## src/rtl/hk_spi_master_pkg.sv

```systemverilog
// Shared types and constants for the housekeeping SPI master.
// Optional abort support is enabled by defining HK_SPI_MASTER_ABORT_EN.
package hk_spi_master_pkg;

    typedef enum logic [2:0] {
        ST_IDLE,
        ST_CS_SETUP,
        ST_SHIFT_LO,
        ST_SHIFT_HI,
        ST_BYTE_END,
        ST_WAIT_CMD,
        ST_CS_HOLD,
        ST_CS_IDLE
    } hk_state_e;

    localparam logic [7:0] HK_CMD_READ_STREAM  = 8'h40;
    localparam logic [7:0] HK_CMD_WRITE_STREAM = 8'h80;
    localparam logic [7:0] HK_CMD_PASS_THRU    = 8'hC4;
    localparam logic [7:0] HK_REG_PRODUCT_ID   = 8'h03;

    function automatic int unsigned hk_max(input int unsigned a, input int unsigned b);
        return (a > b) ? a : b;
    endfunction

endpackage

```

## src/rtl/hk_spi_sck_gen.sv

```systemverilog
// Shared down-counter timing every FSM phase; strobes mark SCK rise/fall points.
// Used by hk_spi_master in all builds (HK_SPI_MASTER_ABORT_EN has no effect here).
module hk_spi_sck_gen #(
    parameter int unsigned CNT_W = 3
) (
    input  logic             wb_clk_i,
    input  logic             wb_rst_i,
    input  logic             load,
    input  logic [CNT_W-1:0] load_val,
    input  logic             shift_lo,
    input  logic             shift_hi,
    output logic             tick_c,
    output logic             sck_rise_c,
    output logic             sck_fall_c
);

    logic [CNT_W-1:0] cnt_q;
    logic [CNT_W-1:0] cnt_d;

    always_comb begin
        cnt_d = cnt_q;
        if (load) begin
            cnt_d = load_val;
        end else if (cnt_q != '0) begin
            cnt_d = cnt_q - CNT_W'(1);
        end
    end

    always_ff @(posedge wb_clk_i) begin
        if (wb_rst_i) begin
            cnt_q <= '0;
        end else begin
            cnt_q <= cnt_d;
        end
    end

    assign tick_c     = (cnt_q == '0);
    assign sck_rise_c = tick_c && shift_lo;
    assign sck_fall_c = tick_c && shift_hi;

endmodule

```

## src/rtl/hk_spi_master.sv

```systemverilog
// Byte-stream mode-0 SPI master for the housekeeping SPI; CSB framing follows cmd_last.
// Define HK_SPI_MASTER_ABORT_EN to add the abort port that force-ends a frame.
module hk_spi_master
    import hk_spi_master_pkg::*;
#(
    parameter int unsigned SCK_HALF  = 4,
    parameter int unsigned CSB_SETUP = 2,
    parameter int unsigned CSB_HOLD  = 2,
    parameter int unsigned CSB_IDLE  = 4
) (
    input  logic       wb_clk_i,
    input  logic       wb_rst_i,
    input  logic       cmd_valid,
    output logic       cmd_ready,
    input  logic [7:0] cmd_data,
    input  logic       cmd_read,
    input  logic       cmd_last,
    output logic       rsp_valid,
    output logic [7:0] rsp_data,
    output logic       busy,
    output logic       spi_sck,
    output logic       spi_csb,
    output logic       spi_sdi,
`ifdef HK_SPI_MASTER_ABORT_EN
    input  logic       abort,
`endif
    input  logic       spi_sdo
);

    localparam int unsigned MAX_P = hk_max(hk_max(SCK_HALF, CSB_SETUP), hk_max(CSB_HOLD, CSB_IDLE));
    localparam int unsigned CNT_W = $clog2(MAX_P) + 1;

    hk_state_e        state_q, state_d;
    logic [7:0]       data_q, data_d;
    logic             read_q, read_d;
    logic             last_q, last_d;
    logic [2:0]       bit_q, bit_d;
    logic [7:0]       rx_q, rx_d;
    logic [7:0]       rsp_data_q, rsp_data_d;
    logic             rsp_valid_q, rsp_valid_d;
    logic             cmd_ready_q, cmd_ready_d;
    logic             busy_q, busy_d;
    logic             sck_q, sck_d;
    logic             csb_q, csb_d;
    logic             sdi_q, sdi_d;
    logic             accept_c;
    logic             load_c;
    logic [CNT_W-1:0] load_val_c;
    logic             tick_c, sck_rise_c, sck_fall_c;

    hk_spi_sck_gen #(.CNT_W(CNT_W)) u_sck_gen (
        .wb_clk_i   (wb_clk_i),
        .wb_rst_i   (wb_rst_i),
        .load       (load_c),
        .load_val   (load_val_c),
        .shift_lo   (state_q == ST_SHIFT_LO),
        .shift_hi   (state_q == ST_SHIFT_HI),
        .tick_c     (tick_c),
        .sck_rise_c (sck_rise_c),
        .sck_fall_c (sck_fall_c)
    );

    assign accept_c = cmd_valid && cmd_ready_q;

    always_comb begin
        state_d    = state_q;
        data_d     = data_q;
        read_d     = read_q;
        last_d     = last_q;
        bit_d      = bit_q;
        rx_d       = rx_q;
        rsp_data_d = rsp_data_q;
        load_val_c = '0;

        case (state_q)
            ST_IDLE, ST_WAIT_CMD: begin
                if (accept_c) begin
                    data_d  = cmd_data;
                    read_d  = cmd_read;
                    last_d  = cmd_last;
                    bit_d   = 3'd7;
                    state_d = (state_q == ST_IDLE) ? ST_CS_SETUP : ST_SHIFT_LO;
                end
            end
            ST_CS_SETUP: if (tick_c) state_d = ST_SHIFT_LO;
            ST_SHIFT_LO: begin
                if (sck_rise_c) begin
                    rx_d    = {rx_q[6:0], spi_sdo};
                    state_d = ST_SHIFT_HI;
                end
            end
            ST_SHIFT_HI: begin
                if (sck_fall_c) begin
                    bit_d   = bit_q - 3'd1;
                    state_d = (bit_q == 3'd0) ? ST_BYTE_END : ST_SHIFT_LO;
                end
            end
            ST_BYTE_END: state_d = last_q ? ST_CS_HOLD : ST_WAIT_CMD;
            ST_CS_HOLD:  if (tick_c) state_d = ST_CS_IDLE;
            ST_CS_IDLE:  if (tick_c) state_d = ST_IDLE;
            default:     state_d = ST_IDLE;
        endcase

`ifdef HK_SPI_MASTER_ABORT_EN
        // Abort drops the partial byte; hold/idle timing still applies so CSB framing stays clean.
        if (abort && !(state_q inside {ST_IDLE, ST_CS_IDLE, ST_CS_HOLD})) begin
            state_d = ST_CS_HOLD;
        end
`endif

        case (state_d)
            ST_CS_SETUP:              load_val_c = CNT_W'(CSB_SETUP - 1);
            ST_SHIFT_LO, ST_SHIFT_HI: load_val_c = CNT_W'(SCK_HALF - 1);
            ST_CS_HOLD:               load_val_c = CNT_W'(CSB_HOLD - 1);
            ST_CS_IDLE:               load_val_c = CNT_W'(CSB_IDLE - 1);
            default:                  load_val_c = '0;
        endcase
        load_c = (state_d != state_q);

        rsp_valid_d = (state_q == ST_SHIFT_HI) && (state_d == ST_BYTE_END) && read_q;
        if (rsp_valid_d) rsp_data_d = rx_q;

        sck_d       = (state_d == ST_SHIFT_HI);
        csb_d       = (state_d == ST_IDLE) || (state_d == ST_CS_IDLE);
        sdi_d       = (state_d inside {ST_SHIFT_LO, ST_SHIFT_HI}) ? data_d[bit_d] : 1'b0;
        cmd_ready_d = (state_d == ST_IDLE) || (state_d == ST_WAIT_CMD);
        busy_d      = (state_d != ST_IDLE);
    end

    always_ff @(posedge wb_clk_i) begin
        if (wb_rst_i) begin
            state_q     <= ST_IDLE;
            data_q      <= '0;
            read_q      <= 1'b0;
            last_q      <= 1'b0;
            bit_q       <= 3'd7;
            rx_q        <= '0;
            rsp_data_q  <= '0;
            rsp_valid_q <= 1'b0;
            cmd_ready_q <= 1'b0;
            busy_q      <= 1'b0;
            sck_q       <= 1'b0;
            csb_q       <= 1'b1;
            sdi_q       <= 1'b0;
        end else begin
            state_q     <= state_d;
            data_q      <= data_d;
            read_q      <= read_d;
            last_q      <= last_d;
            bit_q       <= bit_d;
            rx_q        <= rx_d;
            rsp_data_q  <= rsp_data_d;
            rsp_valid_q <= rsp_valid_d;
            cmd_ready_q <= cmd_ready_d;
            busy_q      <= busy_d;
            sck_q       <= sck_d;
            csb_q       <= csb_d;
            sdi_q       <= sdi_d;
        end
    end

    assign cmd_ready = cmd_ready_q;
    assign rsp_valid = rsp_valid_q;
    assign rsp_data  = rsp_data_q;
    assign busy      = busy_q;
    assign spi_sck   = sck_q;
    assign spi_csb   = csb_q;
    assign spi_sdi   = sdi_q;

endmodule
```

## config.mk

```make
export PLATFORM = sky130hd
export DESIGN_NAME = hk_spi_master
export DESIGN_NICKNAME = d
export VERILOG_FILES = /design/src/rtl/hk_spi_master_pkg.sv /design/src/rtl/hk_spi_sck_gen.sv /design/src/rtl/hk_spi_master.sv
export SDC_FILE = /design/constraint.sdc
export NUM_CORES = 1
export LEC_CHECK = 0
export ABC_AREA = 1
export CAP_MARGIN = 30
export CELL_PAD_IN_SITES_DETAIL_PLACEMENT = 0
export CELL_PAD_IN_SITES_GLOBAL_PLACEMENT = 1
export CORE_MARGIN = 4
export CORE_UTILIZATION = 40
export CTS_CLUSTER_DIAMETER = 200
export DETAILED_ROUTE_END_ITERATION = 16
export GPL_TIMING_DRIVEN = 0
export PLACE_DENSITY_LB_ADDON = 0.2
export REMOVE_ABC_BUFFERS = 1
export SLEW_MARGIN = 40
export SYNTH_ARGS = -nofsm -noshare
export SYNTH_HDL_FRONTEND = slang
export SYNTH_HIERARCHICAL = 1
export SYNTH_SLANG_ARGS = --single-unit
```

## constraint.sdc

```tcl
create_clock -name wb_clk_i -period 4.5 [get_ports wb_clk_i]
set_input_delay 0.9 -clock wb_clk_i [delete_from_list [all_inputs] [get_ports wb_clk_i]]
set_output_delay 0.9 -clock wb_clk_i [all_outputs]
set_load 0.01 [all_outputs]
```

==> Word level (Yosys, flattened, before mapping) <==
Index checks and enable logic that the tools add are counted.
W data, S select, Z words.
{ "totals": {"reg_bits": 41, "latchBits": 0, "ramBits": 0, "mem_bits_ro": 0, "output_inout_bits": 14, "mem_count": 0} }
{ "op_classes": {"addsub": 2, "n_mul": 0, "div_mod_pow": 0, "order_cmp": 1, "eq_ne": 15, "shifts": 0, "muxes": 20, "bitwise": 1, "n_reduce_logical": 21} }
{ "ops": {"columns": ["operator", "count"], "rows": [
  ["$mux W3", 11],
  ["$eq A3 B3 Y1 const B", 8],
  ["$pmux W3 S7", 1],
  ["$mux W8", 2],
  ["$eq A3 B2 Y1 const B", 4],
  ["$logic_not A3 Y1", 4],
  ["$eq A3 B1 Y1 const B", 2],
  ["$pmux W3 S2", 1],
  ["$reduce_bool A3 Y1", 2],
  ["$reduce_or A2 Y1", 3],
  ["$sub A3 B1 Y3 const B", 2],
  ["$logic_and A1 B1 Y1", 5],
  ["$lt A3 B4 Y1 const B", 1],
  ["$mux W2", 2],
  ["$pmux W2 S2", 1],
  ["$reduce_and A2 Y1", 2],
  ["$reduce_bool A2 Y1", 2],
  ["$bmux W1 S3", 1],
  ["$ne A3 B3 Y1", 1],
  ["$reduce_or A3 Y1", 1],
  ["$logic_or A1 B1 Y1", 2],
  ["$mux W1", 1],
  ["$not A1 Y1", 1]
]} }

==> Longest topological paths before layout <==
Gate-level depths: netlist (run 1).
{ "logic_depth": {"depth_word": 8, "ltp_mapped": 19, "ltp_nobuf": 18} }

==> Hierarchy <==
Netlist (run 1), hierarchy kept.
{ "by_module_without_submodules": {"columns": ["mod", "instances", "cells_per_inst", "area_each_um2", "seq_area_each_um2"], "rows": [
  ["hk_spi_master", 1, 273, 1944.4, 760.7],
  ["hk_spi_sck_gen", 1, 32, 214.0, 60.1]
]} }

==> Least setup slack after synthesis (run 1) <==
No wires, ideal clock.
{ "synth_timing": {"path_kind": "in2reg", "startpoint": "input cmd_valid", "endpoint": "register u_sck_gen.cnt_q[1]", "setup_ns": 0.114, "t_arrival_ns": 2.287, "required_ns": 4.386, "path_slack_ns": 2.099, "path_stages": 11, "cell_sequence": "nand2_1 > inv_2 > nor2_1 > a21oi_1 > nand2_2 > xor2_1 > nand3_1 > inv_2 > nand3_2 > o21bai_1 > nor2_1"} }
{ "synth_between": {"word_cells_on_any_way": 14} }
{ "synth_lines": {"columns": ["element", "line", "source"], "rows": [
  ["start, declared", "hk_spi_master.sv:13", "input logic cmd_valid,"],
  ["$logic_and A1 B1 Y1 *", "hk_spi_master.sv:63", "assign accept_c = cmd_valid && cmd_ready_q;"],
  ["$mux W3 *", "hk_spi_master.sv:77", "if (accept_c) begin"],
  ["$pmux W3 S7 *", "hk_spi_master.sv:75", "case (state_q)"],
  ["$ne A3 B3 Y1 *", "hk_spi_master.sv:118", "load_c = (state_d != state_q);"],
  ["named net load_c", "hk_spi_master.sv:47", "logic load_c;"],
  ["$mux W3 / $reduce_bool A2 Y1 (equally long branches)", null, null],
  ["end signal, assigned", "hk_spi_sck_gen.sv:33", "cnt_q <= cnt_d;"],
  ["end, declared", "hk_spi_sck_gen.sv:17", "logic [CNT_W-1:0] cnt_q;"]
]} }
The timed path passes the listed nets; every way through them passes the cells marked *.
A chain may end at the register's enable or synchronous reset.

==> Worst setup path after layout (run 1) <==
Ends and elaborated chain as after synthesis.

==> results of run 1 <==
-- metal layers --
layer | share of wire, % | GRT usage, % | vias to the layer above
met3 | 4.7 | 3.51 | 4
met4 | 0.95 | 5.07 | 0
met2 | 43 | 23.2 | 30
li1 | - | - | 1020
met1 | 51 | 20.8 | 840
met5 | 0 | 0 | -
-- area by class of cell --
class,count,share of cell area [%]
Clock buffer,6,2.87
Clock inverter,2,0.395
Inverter,40,6.03
Multi-Input combinational cell,217,44.3
Sequential cell,41,32.4
Tap cell,70,3.46
Timing Repair Buffer,27,10.5
-- power groups by stage --
| stage | sequential, uW | combinational, uW | clock [uW] |
|---|---|---|---|
| global route | 459 | 680 | 259 |
| global placement | 459 | 591 | 0 |
| finish | 452 | 589 | 234 |
| detailed placement | 460 | 594 | 0 |
| floorplan | 459 | 451 | 0 |
| CTS | 452 | 596 | 245 |
-- critical path, delay by kind of cell --
kind / cells / cell delay, ns
buffers and inverters: 3 / 0.89
AND/OR/NAND/NOR: 6 / 0.86
AO/OA/AOI/OAI: 2 / 0.37
XOR/XNOR: 1 / 0.15
-- stage by stage --
stage | std cells | util, % | hold slack (ns) | power [uW]
CTS | 403 | 48.9 | 0.466 | 1290
floorplan | 298 | - | 0.435 | 910
finish | 403 | 48.9 | 0.464 | 1280
global placement | 395 | 47.4 | 0.451 | 1050
global route | 403 | 48.9 | 0.482 | 1400
detailed placement | 395 | 47.3 | 0.453 | 1050
-- cells in the mapped netlist --
library cell / instances
nand3b_1: 1
buf_4: 1
xor2_1: 1
xnor2_1: 1
nor3_1: 1
ha_1: 4
inv_4: 1
nand3_4: 1
nor2_1: 28
dfxtp_1: 41
clkbuf_1: 2
o31ai_1: 1
a21oi_2: 2
nand3b_4: 1
a31oi_1: 1
nand3_2: 4
nor2_2: 3
clkbuf_8: 1
nand3_1: 31
nand4_1: 3
o21ai_2: 1
nand2_1: 89
nor3_4: 1
or2_0: 1
nand2_2: 4
o21ai_0: 6
o21bai_1: 1
inv_1: 33
nand2_8: 2
o21ai_1: 1
buf_6: 3
clkinv_1: 1
conb_1: 1
o22ai_1: 2
a21oi_1: 21
inv_2: 5
a211oi_1: 1
nand2_4: 3
-- cells by family after synthesis --
group	share of synthesized area [%]
AO/OA/AOI/OAI	9.62
XOR/XNOR	0.812
adder cells (fa/ha/maj)	2.32
buffers and inverters	9.97
flip-flops	38.0
other	0.174
AND/OR/NAND/NOR	39.1
-- worst paths after layout --
path	cells after the start	start	to	slack (ns)
worst max register to register	14	state_q[1]	u_sck_gen/cnt_q[1]	1.55
worst min-delay path	2	rsp_data[7]	rsp_data[7]	0.46
worst max-delay path	12	cmd_valid	u_sck_gen/cnt_q[1]	1.52
worst min register to register	2	rsp_data[7]	rsp_data[7]	0.46
-- flip-flops by register name (all words and copies together), names as in the netlist, 3 cells and up --
register / cells
state_q: 3
u_sck_gen/cnt_q: 3
bit_q: 3
data_q: 8
rsp_data: 8
rx_q: 8
==> impl_results.md, run 1 <==
- Die Y: 81.5 um
- Startpoint types: input pin
- Final WL: 4.53 mm
- Detailed Place HPWL: 3.24 mm
- Max incr delay on CP: 0.48 ns
- Post-synth top area share: 38.0%
- P_int: 729 uW
- Reg area: 821 um2
- Clock slew at the register clock pins of the worst setup and hold paths: 0.08 ns
- Vias: 1,894
- Final Max Slew Viols: 0
- Vias in the first global route: 1,671
- Remaining DRCs: 0
- Total global routing overflow: 0
- DRT iter0 DRCs: 168
- Post-Syn Area: 2160 um2
- Setup CP Type: in -> reg
- Fin Setup TNS: 0 ns
- Crit end category: flip-flop
- Die Area: 6630 um2
- Fmax: 336 MHz
- Register bit total from synthesis: 41
- Sequential area share after synthesis: 38.0%
- Clk_skew: 0.00723 ns
- CTS Buffer Depth: 2
- Worst-Margin Slew: 0.591 ns
- Reported net switching power: 547 uW
- Routed Antenna Nets: 0
- Most common cell after layout, fill and taps aside: nand2_1
- N_diodes: 0
- RSZ-0062 raised after global routing: no
- CP max-delay cell: clkdlybuf4s50_1
- Clock power share: 18.4%
- Hold_buf cts: 0
- Tot GR Track Use: 15.1%
- DR pass1 iterations: 5
- Share of layout cells above drive strength 1: 10.8%
- Status: finished, final reports clean
- Nets@finish: 350
- Max Cap Violations: 0
- Post-route cell area: 2530 um2
- Critical path data arrival time: 3.18 ns
- Clk_lat worst skew: 0.30 ns
- P&R area growth vs syn: 17.3%
- Clock Sink Count: 41
- Port buffer count: 27
- Gate Count Post-Synth: 305
- Crit path max fanout: 9
- Slew HR: 60.6%
- Fill count: 533
- Sequential power share: 35.4%
- Final hold viol count: 0
- Avg Cell Area, Syn: 7.08 um2
- CP cell instances: clkdlybuf4s50_1, nand2_1, inv_2, nor2_1, a21oi_1, nand2_2, xor2_1, nand3_1, inv_2, nand3_2, o21bai_1, nor2_1
- Power Density: 504 nW/um2
- Final period util: 66.2%
- Final Setup Violations: 0
- Worst setup margin: 1.52 ns
- Root buf cell: clkbuf_8
- Post-CTS sizing: 0
- Initial antenna violation count: 0
- Starting Density: 41.7%
- Area leader, netlist: dfxtp_1
- Pre-CTS setup slack: 1.22 ns
- Die width: 81.5 um
- Synth unique cells: 38
- Most frequent cells in the layout: nand2_1 (89), dfxtp_1 (41), inv_1 (33)
- LEAKAGE: 0.00109 uW
- Yosys warning count: 6
- Final min period: 2.98 ns
- Post-Place Cell Area: 2450 um2
- First-pass GRT wire length: 7.73 mm
- # Post-CTS Setup Buffers: 0
- CTS tree: built
- Core area: 5170 um2
- H-Tree Depth: 2
- Sw frac: 42.9%
- Routed len/inst: 11.2 um
- Max VDD drop: 0.000272 V
- CTS buffer count: 5
- Gate power share: 46.2%
- Multi-input logic area: 1120 um2
- Num rows: 26
- Largest net degree at the start of global routing: 32
- Hold crit path type: reg -> reg
- Boundary pin count: 28
- Routability cong.: 0.820
- Synth area leaders: dfxtp_1 (38%), nand2_1 (15%), nand3_1 (7.2%)
- Critical Path RT: 4.70 ns
- Vias/cell: 4.70
Power figures use the tool's default switching activity.
==> run 2, diff against run 1 <==
--- a/config.mk
+++ b/config.mk
@@ -10,7 +10,7 @@
 export CELL_PAD_IN_SITES_DETAIL_PLACEMENT = 0
 export CELL_PAD_IN_SITES_GLOBAL_PLACEMENT = 1
 export CORE_MARGIN = 4
-export CORE_UTILIZATION = 40
+export CORE_UTILIZATION = 39
 export CTS_CLUSTER_DIAMETER = 200
 export DETAILED_ROUTE_END_ITERATION = 16
 export GPL_TIMING_DRIVEN = 0
==> constraint.sdc (replaced) <==
create_clock -name wb_clk_i -period 3.1 [get_ports wb_clk_i]
set_input_delay 0.62 -clock wb_clk_i [delete_from_list [all_inputs] [get_ports wb_clk_i]]
set_output_delay 0.62 -clock wb_clk_i [all_outputs]
set_load 0.01 [all_outputs]
==> run 2 against run 1 <==
Net effect:
- flip-flop and latch count stayed put
- clock-buffer cell count shrank 1
- highest routed layer unchanged
- critical path type unchanged
- design area up 3.2%
==> impl_results.md, run 2 (synthesized netlist as in run 1, its figures left out) <==
- Tot GR Track Use: 14.5%
- Vias/cell: 4.57
- P&R area growth vs syn: 21.0%
- Final period util: 89.1%
- Most frequent cells in the layout: nand2_1 (89), dfxtp_1 (40), inv_1 (33)
- Core area: 5240 um2
- Clk_skew: 0.0100 ns
- Routed Antenna Nets: 0
- Crit end category: flip-flop
- Clock slew at the register clock pins of the worst setup and hold paths: 0.08 ns
- Crit path max fanout: 9
- Reg2Reg Capture Point: u_sck_gen/cnt_q[1]
- Num rows: 26
- Crit path capture: u_sck_gen/cnt_q[1]
- Initial antenna violation count: 0
- DRT iter0 DRCs: 68
- R2r setup slk: 0.34 ns
- N_diodes: 0
- Startpoint types: input pin
- Share of layout cells above drive strength 1: 12.5%
- Routed len/inst: 11.2 um
- Final Max Slew Viols: 0
- Remaining DRCs: 0
- CP max-delay cell: clkdlybuf4s50_1
- Final hold viol count: 0
- Boundary pin count: 28
- Crit path from: cmd_valid
- CTS buffer count: 5
- Fmax: 362 MHz
- Critical Path RT: 3.30 ns
- Starting Density: 41.2%
- RSZ-0062 raised after global routing: no
- Power Density: 792 nW/um2
- Vias in the first global route: 1,601
- Hold_buf cts: 0
- Hold crit path type: reg -> reg
- Final min period: 2.76 ns
- Largest net degree at the start of global routing: 32
- First-pass GRT wire length: 7.53 mm
- CTS tree: built
- Clk_lat worst skew: 0.30 ns
- Vias: 1,856
- Die width: 82.4 um
- Nets@finish: 353
- CTS Buffer Depth: 2
- Fill count: 547
- CP cell instances: clkdlybuf4s50_1, nand2_1, inv_2, nor2_1, a21oi_1, nand2_2, xor2_1, nand3_1, inv_2, nand3_2, o21bai_1, nor2_1
- Worst-Margin Slew: 0.605 ns
- Root buf cell: clkbuf_8
- Worst Hold Launch: rsp_data[0]
- Slew HR: 59.7%
- Cell count of the worst reg-to-reg path: 14
- FF-to-FF Start: state_q[1]
- Clock Sink Count: 41
- Max Cap Violations: 0
- Setup CP Type: in -> reg
- Die Y: 82.4 um
- Max VDD drop: 0.000510 V
- Worst setup margin: 0.337 ns
- Final Setup Violations: 0
- Status: finished, final reports clean
- Port buffer count: 27
- Critical path data arrival time: 2.96 ns
- Fin Setup TNS: 0 ns
- Most common cell after layout, fill and taps aside: nand2_1
- Final WL: 4.55 mm
- H-Tree Depth: 2
- DR pass1 iterations: 4
- Die Area: 6790 um2
- LEAKAGE: 0.00113 uW
- Max incr delay on CP: 0.48 ns
- Pre-CTS setup slack: 0.0645 ns
- Total global routing overflow: 0
- Routability cong.: 0.832
- Detailed Place HPWL: 3.16 mm
- Hold Slack: 0.466 ns
[run 2: changes by cell type in the layout (fill, tap and decap cells not counted)]
cell       previous run  this run
buf_4                 0         3
bufinv_16             0         2
clkinv_2              2         0
clkbuf_1              1         0
dfxtp_1              41        40
dfxtp_2               0         1
inv_6                 0         1
nor2_1               28        27
nor2_2                3         4
[run 2: timing repair]
| item | CTS | global route |
|---|---|---|
| buffers inserted | 0 | 3 |
| resized for setup | 0 | 2 |
| setup endpoints to repair | 0 | 3 |
[run 2: worst min-delay path by stage]
stage | end | slack [ns] | cells past startpoint
4_1_cts | rx_q[7] | 0.47 | 2
6_report | rsp_data[0] | 0.47 | 2
3_3_place_gp | rx_q[7] | 0.45 | 2
2_1_floorplan | rsp_data[7] | 0.43 | 2
3_5_place_dp | rx_q[7] | 0.45 | 2
5_1_grt | rsp_data[4] | 0.49 | 2
[run 2: metal layers]
layer / up-vias / routed length, um / part of all wire (%) / track usage (%)
li1: 1024 / - / - / -
met1: 795 / 2410 / 53 / 20.2
met2: 31 / 1890 / 42 / 21.8
met3: 6 / 190 / 4.2 / 4.01
met4: 0 / 57 / 1.3 / 4.49
met5: - / 0 / 0 / 0
[run 2: critical path: cells and delay by family]
| family | cells | cell delay (ns) |
|---|---|---|
| AOI/OAI and AO/OA | 2 | 0.38 |
| xor gates and xnor gates | 1 | 0.16 |
| buffers and inverters | 3 | 0.89 |
| and+or+nand+nor | 6 | 0.89 |
[run 2: final cells by class]
| type | count | area, um2 | share of cell area, % |
|---|---|---|---|
| flip-flops and latches | 41 | 822 | 31.5 |
| multi-input cells | 217 | 1120 | 43.1 |
| clock buffers | 5 | 68.8 | 2.63 |
| well taps | 70 | 87.6 | 3.35 |
| inverters | 40 | 153 | 5.84 |
| repair buffers | 30 | 288 | 11.0 |
| clock inverters | 3 | 68.8 | 2.63 |
[run 2: stage by stage]
stage | cells | area, um2 | power (uW) | util [%]
after CTS | 403 | 2590 | 2070 | 49.4
after detailed placement | 395 | 2450 | 1530 | 46.8
after global placement | 395 | 2450 | 1530 | 46.8
after global routing | 406 | 2610 | 2230 | 49.9
after floorplan | 298 | 2100 | 1320 | -
final | 406 | 2610 | 2070 | 49.9
[run 2: power by group]
part | internal [uW] | leakage [uW] | switching (uW)
clock network | 324 | 0.0000687 | 198
registers | 597 | 0.000333 | 60.6
logic | 320 | 0.000732 | 569
total | 1240 | 0.00113 | 828
==> run 3, diff against run 2 <==
--- a/config.mk
+++ b/config.mk
@@ -7,17 +7,15 @@
 export LEC_CHECK = 0
 export ABC_AREA = 1
 export CAP_MARGIN = 30
-export CELL_PAD_IN_SITES_DETAIL_PLACEMENT = 0
-export CELL_PAD_IN_SITES_GLOBAL_PLACEMENT = 1
 export CORE_MARGIN = 4
-export CORE_UTILIZATION = 39
+export CORE_UTILIZATION = 40
 export CTS_CLUSTER_DIAMETER = 200
 export DETAILED_ROUTE_END_ITERATION = 16
 export GPL_TIMING_DRIVEN = 0
 export PLACE_DENSITY_LB_ADDON = 0.2
+export RECOVER_POWER = 100
 export REMOVE_ABC_BUFFERS = 1
 export SLEW_MARGIN = 40
 export SYNTH_ARGS = -nofsm -noshare
 export SYNTH_HDL_FRONTEND = slang
-export SYNTH_HIERARCHICAL = 1
 export SYNTH_SLANG_ARGS = --single-unit
==> run 3 against run 2 <==
Net effect:
- power up 11%
- non-clock buffer count down 3
- via count down 8.1%
- clock-buffer cell count up 1
- flip-flop and latch count unchanged
- maximum frequency up 20%
- global-route usage down 1.3 points
- combinational power up 34%
- design area down 8.5%
- sequential share of layout area up 2.9 points
- sequential power up 15%
- synthesized area down 4.3%
==> impl_results.md, run 3 <==
- Post-layout util: 49.3%
- Hold_buf cts: 0
- R2r setup slk: 0.80 ns
- Nets@finish: 316
- # Post-CTS Setup Buffers: 0
- RSZ-0062 raised after global routing: no
- DRT iter0 DRCs: 111
- Crit path max fanout: 12
- Synth unique cells: 36
- Final Max Slew Viols: 0
- Routed len/inst: 11.1 um
- Pre-CTS setup slack: 0.724 ns
- Core area: 4850 um2
- Clock slew at the register clock pins of the worst setup and hold paths: 0.07 ns
- Die Area: 6380 um2
- Tot GR Track Use: 13.2%
- Clock Sink Count: 41
- Gate Count Post-Synth: 274
- Startpoint types: flip-flop
- Max VDD drop: 0.000377 V
- Starting Density: 42.6%
- CTS buffer count: 5
- Sequential area share after synthesis: 39.7%
- Most common cell after layout, fill and taps aside: nand2_1
- Clk_lat worst skew: 0.29 ns
- Final Setup Violations: 0
- Worst setup margin: 0.800 ns
- Final hold viol count: 0
- Clk_skew: 0.00830 ns
- Vias: 1,706
- Vias in the first global route: 1,484
- Yosys warning count: 0
- DR pass1 iterations: 4
- Routability cong.: 0.807
- Final WL: 4.04 mm
- Top_reg_cell synth: dfxtp_1
- Post-synth top area share: 39.7%
- Avg Cell Area, Syn: 7.54 um2
- Number of synthesized flops with an enable pin: 0
- Reg area: 821 um2
- Hold crit path type: reg -> reg
- N_diodes: 0
- Detailed Place HPWL: 2.96 mm
- CTS tree: built
- Largest net degree at the start of global routing: 27
- Power Density: 960 nW/um2
- Status: finished, final reports clean
- Post-CTS sizing: 0
- First-pass GRT wire length: 6.73 mm
- Post-Syn Area: 2070 um2
- Commonest cells in the netlist: nand2_1 (56), dfxtp_1 (41), nor2_1 (34), inv_1 (25), a21oi_1 (19)
- Cells after DPL: 358
- Fmax: 435 MHz
- Share of layout cells above drive strength 1: 10.4%
- Critical Path RT: 3.28 ns
- Boundary pin count: 28
- Area leader, netlist: dfxtp_1
- Post-route cell area: 2390 um2
- Initial antenna violation count: 0
- Routed Antenna Nets: 0
- Worst-Margin Slew: 0.614 ns
- Synth area leaders: dfxtp_1 (40%), nand2_1 (10%), nor2_1 (6.2%)
- Max Cap Violations: 0
- Fill count: 512
- Multi-input logic area: 1000 um2
- CTS Buffer Depth: 2
- Remaining DRCs: 0
- H-Tree Depth: 2
- Slew HR: 58.9%
- P&R area growth vs syn: 15.7%
- Die Y: 79.9 um
- Fin Setup TNS: 0 ns
- Crit end category: flip-flop
- Setup CP Type: reg -> reg
- Most frequent cell after synthesis: nand2_1
- Die width: 79.9 um
- Vias/cell: 4.67
- Final min period: 2.30 ns
- Register bit total from synthesis: 41
- Total global routing overflow: 0
- Final period util: 74.2%
- LEAKAGE: 0.00105 uW
- Asr flop ratio synth: 0%
- Port buffer count: 27
- Post-Place Cell Area: 2330 um2
- Final cell count without fillers: 365
- Num rows: 25
- Critical path data arrival time: 2.48 ns
- Most frequent cells in the layout: nand2_1 (61), dfxtp_1 (41), nor2_1 (35)
- Root buf cell: clkbuf_8
-- run 3: cell count changes after synthesis, moves of 2 or more --
cell and change:
nand2_1 -33, nor2_1 +6, nand4_1 +4, nand2_2 +6
o22ai_1 -2, nand3_2 -2, o21ai_0 +7, o21ai_1 +6
inv_1 -8, a21oi_1 -2, buf_6 +3, inv_2 -5
nand3_1 -14
-- run 3: path summary, 6_finish.rpt --
| path | end | cells after the start | startpoint |
|---|---|---|---|
| max reg2reg | spi_sdi | 11 | u_sck_gen.cnt_q[0] |
| max | spi_sdi | 11 | u_sck_gen.cnt_q[0] |
| min reg2reg | rsp_data[6] | 2 | rsp_data[6] |
| min | rsp_data[6] | 2 | rsp_data[6] |
-- run 3: kinds of logic after synthesis --
| family | count (synthesis) | synth area share [%] |
|---|---|---|
| DFF | 41 | 39.7 |
| xor gates and xnor gates | 2 | 0.848 |
| AOI/OAI and AO/OA | 46 | 13.0 |
| adders and majority gates | 4 | 2.42 |
| buffers and inverters | 40 | 10.2 |
| and+or+nand+nor | 141 | 33.8 |
-- run 3: final cells by class --
cell class | instances | share of cell area, %
flip-flops and latches | 41 | 34.3
inverters | 30 | 5.29
clock inverters | 1 | 0.314
repair buffers | 27 | 11.1
well taps | 67 | 3.51
clock buffers | 6 | 3.45
multi-input cells | 193 | 42.0
-- run 3: stage by stage --
step                hold WS, ns  total power, uW
floorplan                 0.435             1760
global placement          0.450             2030
detailed placement        0.455             2030
CTS                       0.467             2380
global route              0.491             2510
finish                    0.461             2300
-- run 3: per-layer routing --
layer | GRT usage (%) | up-vias | wire (um)
li1 | - | 925 | -
met1 | 18.7 | 753 | 2160
met2 | 20.0 | 24 | 1730
met3 | 3.39 | 4 | 126
met4 | 3.38 | 0 | 18
met5 | 0 | - | 0
-- run 3: where the power goes --
group | leakage, uW | internal, uW | switching (uW)
combinational | 0.000670 | 416 | 774
sequential | 0.000334 | 641 | 113
clock | 0.0000433 | 176 | 175
total | 0.00105 | 1230 | 1060
-- run 3: worst max-delay path, stage by stage, from the launching register on --
cell	delay (ns)
dfxtp_1	0.32
inv_1	0.07
ha_1	0.18
nand2_1	0.22
inv_1	0.38
nand2_1	0.19
o21ai_0	0.44
nand2_1	0.13
nand3_1	0.09
nand2_1	0.05
nor2_1	0.08
nor2_1	0.05
